<file path="config.mk">
export PLATFORM = sky130hd
export DESIGN_NAME = imem_boot_loader
export DESIGN_NICKNAME = d
export VERILOG_FILES = /design/src/rtl/imem_boot_loader.sv
export SDC_FILE = /design/constraint.sdc
export NUM_CORES = 1
export LEC_CHECK = 0
export CAP_MARGIN = 20
export CORE_MARGIN = 4
export CORE_UTILIZATION = 38
export DETAILED_ROUTE_END_ITERATION = 12
export GPL_TIMING_DRIVEN = 0
export PLACE_DENSITY = 0.87
export SETUP_SLACK_MARGIN = 0.2
export SLEW_MARGIN = 10
export SYNTH_ARGS = -nofsm -noshare
export SYNTH_HDL_FRONTEND = slang
export SYNTH_SLANG_ARGS = --single-unit
export TNS_END_PERCENT = 20
</file>
<file path="constraint.sdc">
create_clock -name clk -period 1.6 [get_ports clk]
set_input_delay 0.48 -clock clk [delete_from_list [all_inputs] [get_ports clk]]
set_output_delay 0.48 -clock clk [all_outputs]
set_load 0.01 [all_outputs]
</file>
<file path="src/rtl/imem_boot_loader.sv">
// Boot sequencer: holds the CPU in reset, optionally NOP-fills imem, streams a program
// in over valid/ready, holds reset HOLD_CYCLES more cycles, then releases. Macro: BOOT_CLEAR_EN.
module imem_boot_loader #(
  parameter int          DEPTH       = 1024,
  parameter int          ADDR_W      = 10,
  parameter logic [31:0] NOP_WORD    = 32'h00000013,
  parameter int          HOLD_CYCLES = 2
) (
  input  logic              clk,
  input  logic              reset,
  input  logic              start,
  input  logic              prog_valid,
  input  logic [31:0]       prog_data,
  input  logic              prog_last,
  output logic              prog_ready,
  output logic              imem_we,
  output logic [ADDR_W-1:0] imem_addr,
  output logic [31:0]       imem_wdata,
  output logic              cpu_reset,
  output logic              busy,
  output logic              done,
  output logic              overflow,
  output logic [ADDR_W:0]   load_count
);

  typedef enum logic [2:0] {IDLE, CLEAR, LOAD, HOLD, RUN} state_t;

  localparam int                HCW       = (HOLD_CYCLES > 1) ? $clog2(HOLD_CYCLES) : 1;
  localparam logic [ADDR_W-1:0] LAST_ADDR = ADDR_W'(DEPTH - 1);
  localparam logic [ADDR_W:0]   LAST_CNT  = (ADDR_W+1)'(DEPTH - 1);

`ifdef BOOT_CLEAR_EN
  localparam state_t BOOT_ST = CLEAR;
`else
  localparam state_t BOOT_ST = LOAD;
  logic unused_nop;
  assign unused_nop = ^NOP_WORD;
`endif

  state_t         state, nxt;
  logic [HCW-1:0] hold_cnt;
  logic           accept;

  // prog_ready is a state-decoded register, so accept never loops back into it.
  assign accept = prog_valid && prog_ready;

  always_comb begin
    nxt = state;
    case (state)
      IDLE, RUN: if (start) nxt = BOOT_ST;
`ifdef BOOT_CLEAR_EN
      CLEAR:     if (imem_addr == LAST_ADDR) nxt = LOAD;
`endif
      LOAD:      if (accept && (prog_last || load_count == LAST_CNT)) nxt = HOLD;
      HOLD:      if (hold_cnt == HCW'(HOLD_CYCLES - 1)) nxt = RUN;
      default:   nxt = IDLE;
    endcase
  end

  always_ff @(posedge clk) begin
    if (reset) begin
      state      <= IDLE;
      hold_cnt   <= '0;
      prog_ready <= 1'b0;
      imem_we    <= 1'b0;
      imem_addr  <= '0;
      imem_wdata <= '0;
      cpu_reset  <= 1'b1;
      busy       <= 1'b0;
      done       <= 1'b0;
      overflow   <= 1'b0;
      load_count <= '0;
    end else begin
      state      <= nxt;
      // Status outputs are decoded from the next state so they line up with it.
      prog_ready <= (nxt == LOAD);
      cpu_reset  <= (nxt != RUN);
      busy       <= (nxt == CLEAR) || (nxt == LOAD) || (nxt == HOLD);
      done       <= (nxt == RUN);
      imem_we    <= 1'b0;
      case (state)
        IDLE, RUN: begin
          if (start) begin
            load_count <= '0;
            overflow   <= 1'b0;
            hold_cnt   <= '0;
`ifdef BOOT_CLEAR_EN
            imem_we    <= 1'b1;
            imem_addr  <= '0;
            imem_wdata <= NOP_WORD;
`endif
          end
        end
`ifdef BOOT_CLEAR_EN
        CLEAR: begin
          if (imem_addr != LAST_ADDR) begin
            imem_we   <= 1'b1;
            imem_addr <= imem_addr + ADDR_W'(1);
          end
        end
`endif
        LOAD: begin
          if (accept) begin
            imem_we    <= 1'b1;
            imem_addr  <= load_count[ADDR_W-1:0];
            imem_wdata <= prog_data;
            load_count <= load_count + (ADDR_W+1)'(1);
            if (!prog_last && load_count == LAST_CNT) overflow <= 1'b1;
          end
        end
        HOLD:    hold_cnt <= hold_cnt + HCW'(1);
        default: ;
      endcase
    end
  end

endmodule

</file>
==> results_dict.tcl, run 1 <==
set metrics [dict create \
    status "completed" \
    fin_crit_sh_pct 97.9 \
    fin_util_pct 65.2 \
    vdd_drop_max_uv 620 \
    core_sq_um 5960 \
    syn_to_final_growth_pct 65.0 \
    die_w_um 86.7 \
    synth.area.top_cells "dfxtp_1, nand2_1, a21oi_1" \
    cts_root_buf "clkbuf_8" \
    viasPerCell 4.96 \
    hold_path.class "flop to flop" \
    drive_gt1_share_pct 25.9 \
    grt_usage_pct 18.0 \
    gp_congestion 0.780 \
    synth-edff-count 0 \
    initial_core_util_pct 39.5 \
    antenna_left 0 \
    ioPinCount 96 \
    layout_setup_ws_ns 0.0340 \
    die_h_um 86.7 \
    synthDistinctLibCells 36 \
    crit_fanout 8 \
    grt_pass1_wl_mm 10.8 \
    fin_tns_setup_ns 0 \
    clock_skew_ns 0.00697 \
    fin_crit_ns 1.57 \
    synth-async-reset-ratio_pct 0 \
    drt_pass1_iterations 4 \
    setup_viol_count_final 0 \
    cp_num_buf_inv 0 \
    cp-end-kind "flop" \
    cpPeakStageDelay_ns 0.59 \
    multi_input_area_sq_um 1090 \
    clock_latency_ns 0.33 \
    required_ns 1.81 \
    rows 28 \
    grt_max_degree 11 \
    rsz0062_at_grt "true" \
    p_leak_nw 1.45 \
    grt_antenna_before_repair 0 \
    arrival_ns 1.78 \
    tightest_slew_ns 0.523 \
    wl_per_cell_um 14.4 \
    dpl.hpwl_mm 4.67 \
    crit_family "compound AO/OA/AOI/OAI gates" \
    slew_headroom_pct 65.0 \
    dieArea_sq_um 7510 \
    nFillCells 505 \
    yosysWarnings 0 \
    pre_cts_ws_ns -0.610 \
    cts_tree "yes" \
    critPathLaunchType "flop" \
    regArea_sq_um 1310 \
    ctsHoldBuffers 0 \
    synth_top_area_share_pct 53.6 \
    drc 0 \
    via_count 2419 \
    grt_pass1_vias 2368 \
    slowest_stage "a2111oi_1" \
    hold_violations 0 \
    ys_ff_latch 63 \
    synth_area_sq_um 2350 \
    h-tree-depth 3 \
    cts_sinks 63 \
    final_max_slew_viol_count 0 \
    cts_made_buffers 9 \
    overflow 0 \
    drt-initial-drc-count 107 \
    yosys.area.top_type "dfxtp_1" \
    syn_inst 286 \
    crit_type "flop to flop" \
    clockBufferDepth 2 \
    seq_area_frac_synth_pct 53.6 \
    path_cells "nand4_1 > a2111oi_1 > xnor2_1 > nor2_1" \
    routed_wl_mm 7.03 \
    synth_nets 324 \
    fmax_mhz 639 \
    maxCapViolCount 0 \
    p_per_area_nw_per_um2 815 \
    nets 447 \
    diodes 0 \
    postSynthAreaPerCell_sq_um 8.22 \
    io_buffers 94 \
    synthFlopType "dfxtp_1" \
    clkSlewWorstSetupHoldPaths_ns 0.07 \
]
[worst paths after layout]
kind	startpoint	to	slack, ns	depth (start not counted)
setup / recovery	load_count[2]	load_count[5]	0.03	4
hold reg to reg	imem_addr[0]	imem_addr[0]	0.45	2
hold / removal	imem_addr[0]	imem_addr[0]	0.45	2
setup reg to reg	load_count[2]	load_count[5]	0.03	4
[layout by cell type (no fill, tap or decap), types with 3 or more instances in the layout]
cell,count
xnor2_1,3
nand3_1,5
a21oi_2,3
clkbuf_1,4
o31ai_1,3
buf_4,19
buf_2,11
buf_8,4
buf_6,5
clkdlybuf4s15_2,19
clkbuf_2,3
nor2_1,9
clkdlybuf4s15_1,29
dfxtp_1,48
clkdlybuf4s50_1,33
nand2_1,91
dfxtp_4,12
dfxtp_2,3
o21ai_0,3
a21oi_1,52
clkbuf_8,12
[repair_timing]
action                     in CTS  in global routing
pin swaps                       3                  4
setup endpoints to repair     116                102
cloned                          0                  1
setup buffers                  12                  6
resized for setup             201                 31
[cells in the mapped netlist, types with 3 or more instances]
cell and n:
xnor2_1 3, nand2_1 91, nor2_1 9, buf_2 4
o21ai_0 3, or4_1 3, dfxtp_1 63, a21oi_1 55
nand3_1 6, clkbuf_1 13, o31ai_1 3
[power by group]
group          internal [mW]  leakage (nW)  total, mW  switching [mW]
clock network          0.676        0.0942       1.27           0.597
registers               1.57         0.520       1.59          0.0176
logic                  0.168         0.831      0.300           0.131
total                   2.42          1.45       3.16           0.746
[area by class of cell]
cell class | instances | share of cell area [%]
Clock buffer | 12 | 4.26
Multi-Input combinational cell | 203 | 28.0
Timing Repair Buffer | 113 | 27.0
Tap cell | 75 | 2.42
Sequential cell | 63 | 33.8
Buffer | 17 | 3.87
Clock inverter | 3 | 0.451
Inverter | 2 | 0.193
[state kept, by name (all words and copies together), names as in the netlist]
| name | flops |
|---|---|
| imem_wdata | 32 |
| load_count | 11 |
| imem_addr | 10 |
| state | 3 |
| busy | 1 |
| cpu_reset | 1 |
| done | 1 |
| hold_cnt | 1 |
| imem_we | 1 |
| overflow | 1 |
| prog_ready | 1 |
[per-layer routing]
metal	vias up	share of wire [%]	GRT usage, %
met4	0	1.2	5.24
met2	71	50	31.2
met5	-	0	0
met3	9	7.8	7.13
met1	1134	41	20.4
li1	1205	-	-
[through the flow]
stage,total power [mW],instance area (sq um),instances,hold slack (ns)
after floorplan,1.74,2370,286,0.481
after global placement,1.90,3400,455,0.441
after detailed placement,1.90,3400,455,0.446
after CTS,3.17,3750,481,0.456
after global routing,3.30,3880,488,0.475
final,3.16,3880,488,0.453
[cells by family after synthesis]
family	synth area share (%)
DFF	53.6
adders and majority gates	0.532
muxes	0.426
AOI/OAI and AO/OA	16.1
buffers and inverters	3.72
xor gates and xnor gates	1.12
and+or+nand+nor	24.5
[worst reg2reg max path, cell delays in order, from the launching register on]
cell       delay [ns]
dfxtp_4          0.39
nand4_1          0.23
a2111oi_1        0.59
xnor2_1          0.19
nor2_1           0.05
Note: power is estimated with default switching activity, not from simulation.
==> run 2: changes to the inputs <==
- CELL_PAD_IN_SITES_DETAIL_PLACEMENT: not set -> 2
- CELL_PAD_IN_SITES_GLOBAL_PLACEMENT: not set -> 2
- CORE_UTILIZATION: 38 -> 21
==> run 2 against run 1 <==
  * Register-to-register slack improved by 0.03 ns
  * First-iteration DRC count fell by 37%
  * Count of clock-buffer cells in the layout decreased by 2
  * Die area is 72% higher
  * Power about the same
  * Final cell count grew 14%
  * Wire length grew 38%
  * Critical path depth is 1 higher
  * Clock skew rose by 0.0054 ns
  * Clock power decreased by 3%
  * Utilization shrank 28 points
  * Non-clock buffer count up 4
==> results_dict.tcl, run 2 (synthesized netlist as in run 1, its figures left out) <==
set metrics [dict create \
    p_sw_share_pct 25.9 \
    cp_num_buf_inv 1 \
    h-tree-depth 3 \
    path_cells "nand4b_4 > a21o_1 > buf_6 > or4_4 > a21oi_2" \
    drive_gt1_share_pct 27.8 \
    fin_crit_ns 1.54 \
    setup_viol_count_final 0 \
    pwr-share-clk_pct 39.0 \
    dp_cells 520 \
    die_h_um 114 \
    whs_ns 0.456 \
    syn_to_final_growth_pct 73.6 \
    seqPwrFrac_pct 50.4 \
    dpl.hpwl_mm 6.46 \
    crit_fanout 8 \
    internal_power_mw 2.34 \
    cp-end-kind "flop" \
    drt_pass1_iterations 4 \
    slew_headroom_pct 56.1 \
    slowest_stage "or4_4" \
    pwr-share-comb_pct 10.7 \
    ioPinCount 96 \
    grt_pass1_vias 2842 \
    grt_antenna_before_repair 0 \
    fin_util_pct 37.5 \
    p_switching_mw 0.818 \
    hold_violations 0 \
    core_sq_um 10900 \
    cts_made_buffers 9 \
    viasPerCell 4.54 \
    finalNonFillerCells 558 \
    status "completed" \
    rsz0062_at_grt "true" \
    vdd_drop_max_uv 349 \
    wl_per_cell_um 17.3 \
    final_max_slew_viol_count 0 \
    finalPower_mw 3.16 \
    nets 451 \
    hold_path.class "flop to flop" \
    overflow 0 \
    clockBufferDepth 2 \
    drt-initial-drc-count 67 \
    clock_latency_ns 0.34 \
    final_common_cell "nand2_1" \
    via_count 2536 \
    routed_wl_mm 9.67 \
    grt_usage_pct 14.5 \
    cts_tree "yes" \
    die_w_um 114 \
    required_ns 1.86 \
    rows 38 \
    pre_cts_ws_ns -0.674 \
    gp_congestion 0.760 \
    fmax_mhz 650 \
    tightest_slew_ns 0.659 \
    crit_family "simple AND/OR/NAND/NOR gates" \
    p_per_area_nw_per_um2 774 \
    dieArea_sq_um 13000 \
    grt_pass1_wl_mm 14.8 \
    nFillCells 1228 \
    maxCapViolCount 0 \
    io_buffers 94 \
    clkSlewWorstSetupHoldPaths_ns 0.07 \
    reg_top3 "imem_wdata (32), load_count (11), imem_addr (10)" \
    clock_skew_ns 0.0123 \
    drc 0 \
    crit_type "flop to flop" \
    fin_crit_sh_pct 96.2 \
    critPathLaunchType "flop" \
    grt_max_degree 12 \
    cts_root_buf "clkbuf_8" \
    cts_sinks 63 \
    final_cell_mix "nand2_1, dlygate4sd2_1, dfxtp_1" \
    arrival_ns 1.80 \
    antenna_left 0 \
    cpPeakStageDelay_ns 0.47 \
    largest_register "imem_wdata" \
    p_leak_nw 1.73 \
    diodes 0 \
    r2r_slack_ns 0.06 \
    layout_setup_ws_ns 0.0609 \
    largest_reg_flops 32 \
    initial_core_util_pct 21.6 \
]
## run 2: path summary, 6_finish.rpt
path                start       endpoint  depth (start not counted)
min reg2reg  imem_addr[9]   imem_addr[9]                          2
max reg2reg      state[2]  load_count[6]                          5
max              state[2]  load_count[6]                          5
min          imem_addr[9]   imem_addr[9]                          2
## run 2: power by group through the flow
stage / logic (mW) / clock network [mW] / registers (mW)
2_1_floorplan: 0.0934 / 0 / 1.65
3_3_place_gp: 0.268 / 0 / 1.64
3_5_place_dp: 0.276 / 0 / 1.65
4_1_cts: 0.297 / 1.29 / 1.59
5_1_grt: 0.363 / 1.37 / 1.60
6_report: 0.337 / 1.23 / 1.59
## run 2: timing repair
item / 4_1_cts / 5_1_grt
hold buffers: 0 / 0
setup buffers: 13 / 7
cloned: 0 / 3
endpoints found under the setup margin: 116 / 112
pin swaps: 4 / 24
gates resized for setup: 121 / 67
## run 2: final cells by class
class	instances	area, sq um	area share [%]
clock inverters	6	36.3	0.888
inverters	2	7.51	0.184
well taps	140	175	4.29
clock buffers	10	138	3.37
repair buffers	117	1070	26.2
flip-flops and latches	63	1310	32.0
multi-input cells	203	1220	29.9
plain buffers	17	130	3.19
## run 2: routing by layer
| metal | GRT usage (%) | share of wire [%] |
|---|---|---|
| met5 | 0 | 0 |
| met4 | 4.43 | 1.3 |
| met3 | 4.03 | 5.1 |
| met2 | 26.5 | 53 |
| met1 | 16.3 | 41 |
## run 2: through the flow
| step | setup TNS [ns] | cell area, sq um |
|---|---|---|
| after floorplan | 0 | 2370 |
| after global placement | -27.98 | 3480 |
| after detailed placement | -29.04 | 3480 |
| after CTS | 0 | 3760 |
| after global routing | 0 | 4080 |
| final | 0 | 4080 |
## run 2: worst reg2reg max path, stage by stage (launching register included)
cell and delay, ns:
dfxtp_4 0.36, nand4b_4 0.17, a21o_1 0.18, buf_6 0.13
or4_4 0.48, a21oi_2 0.15
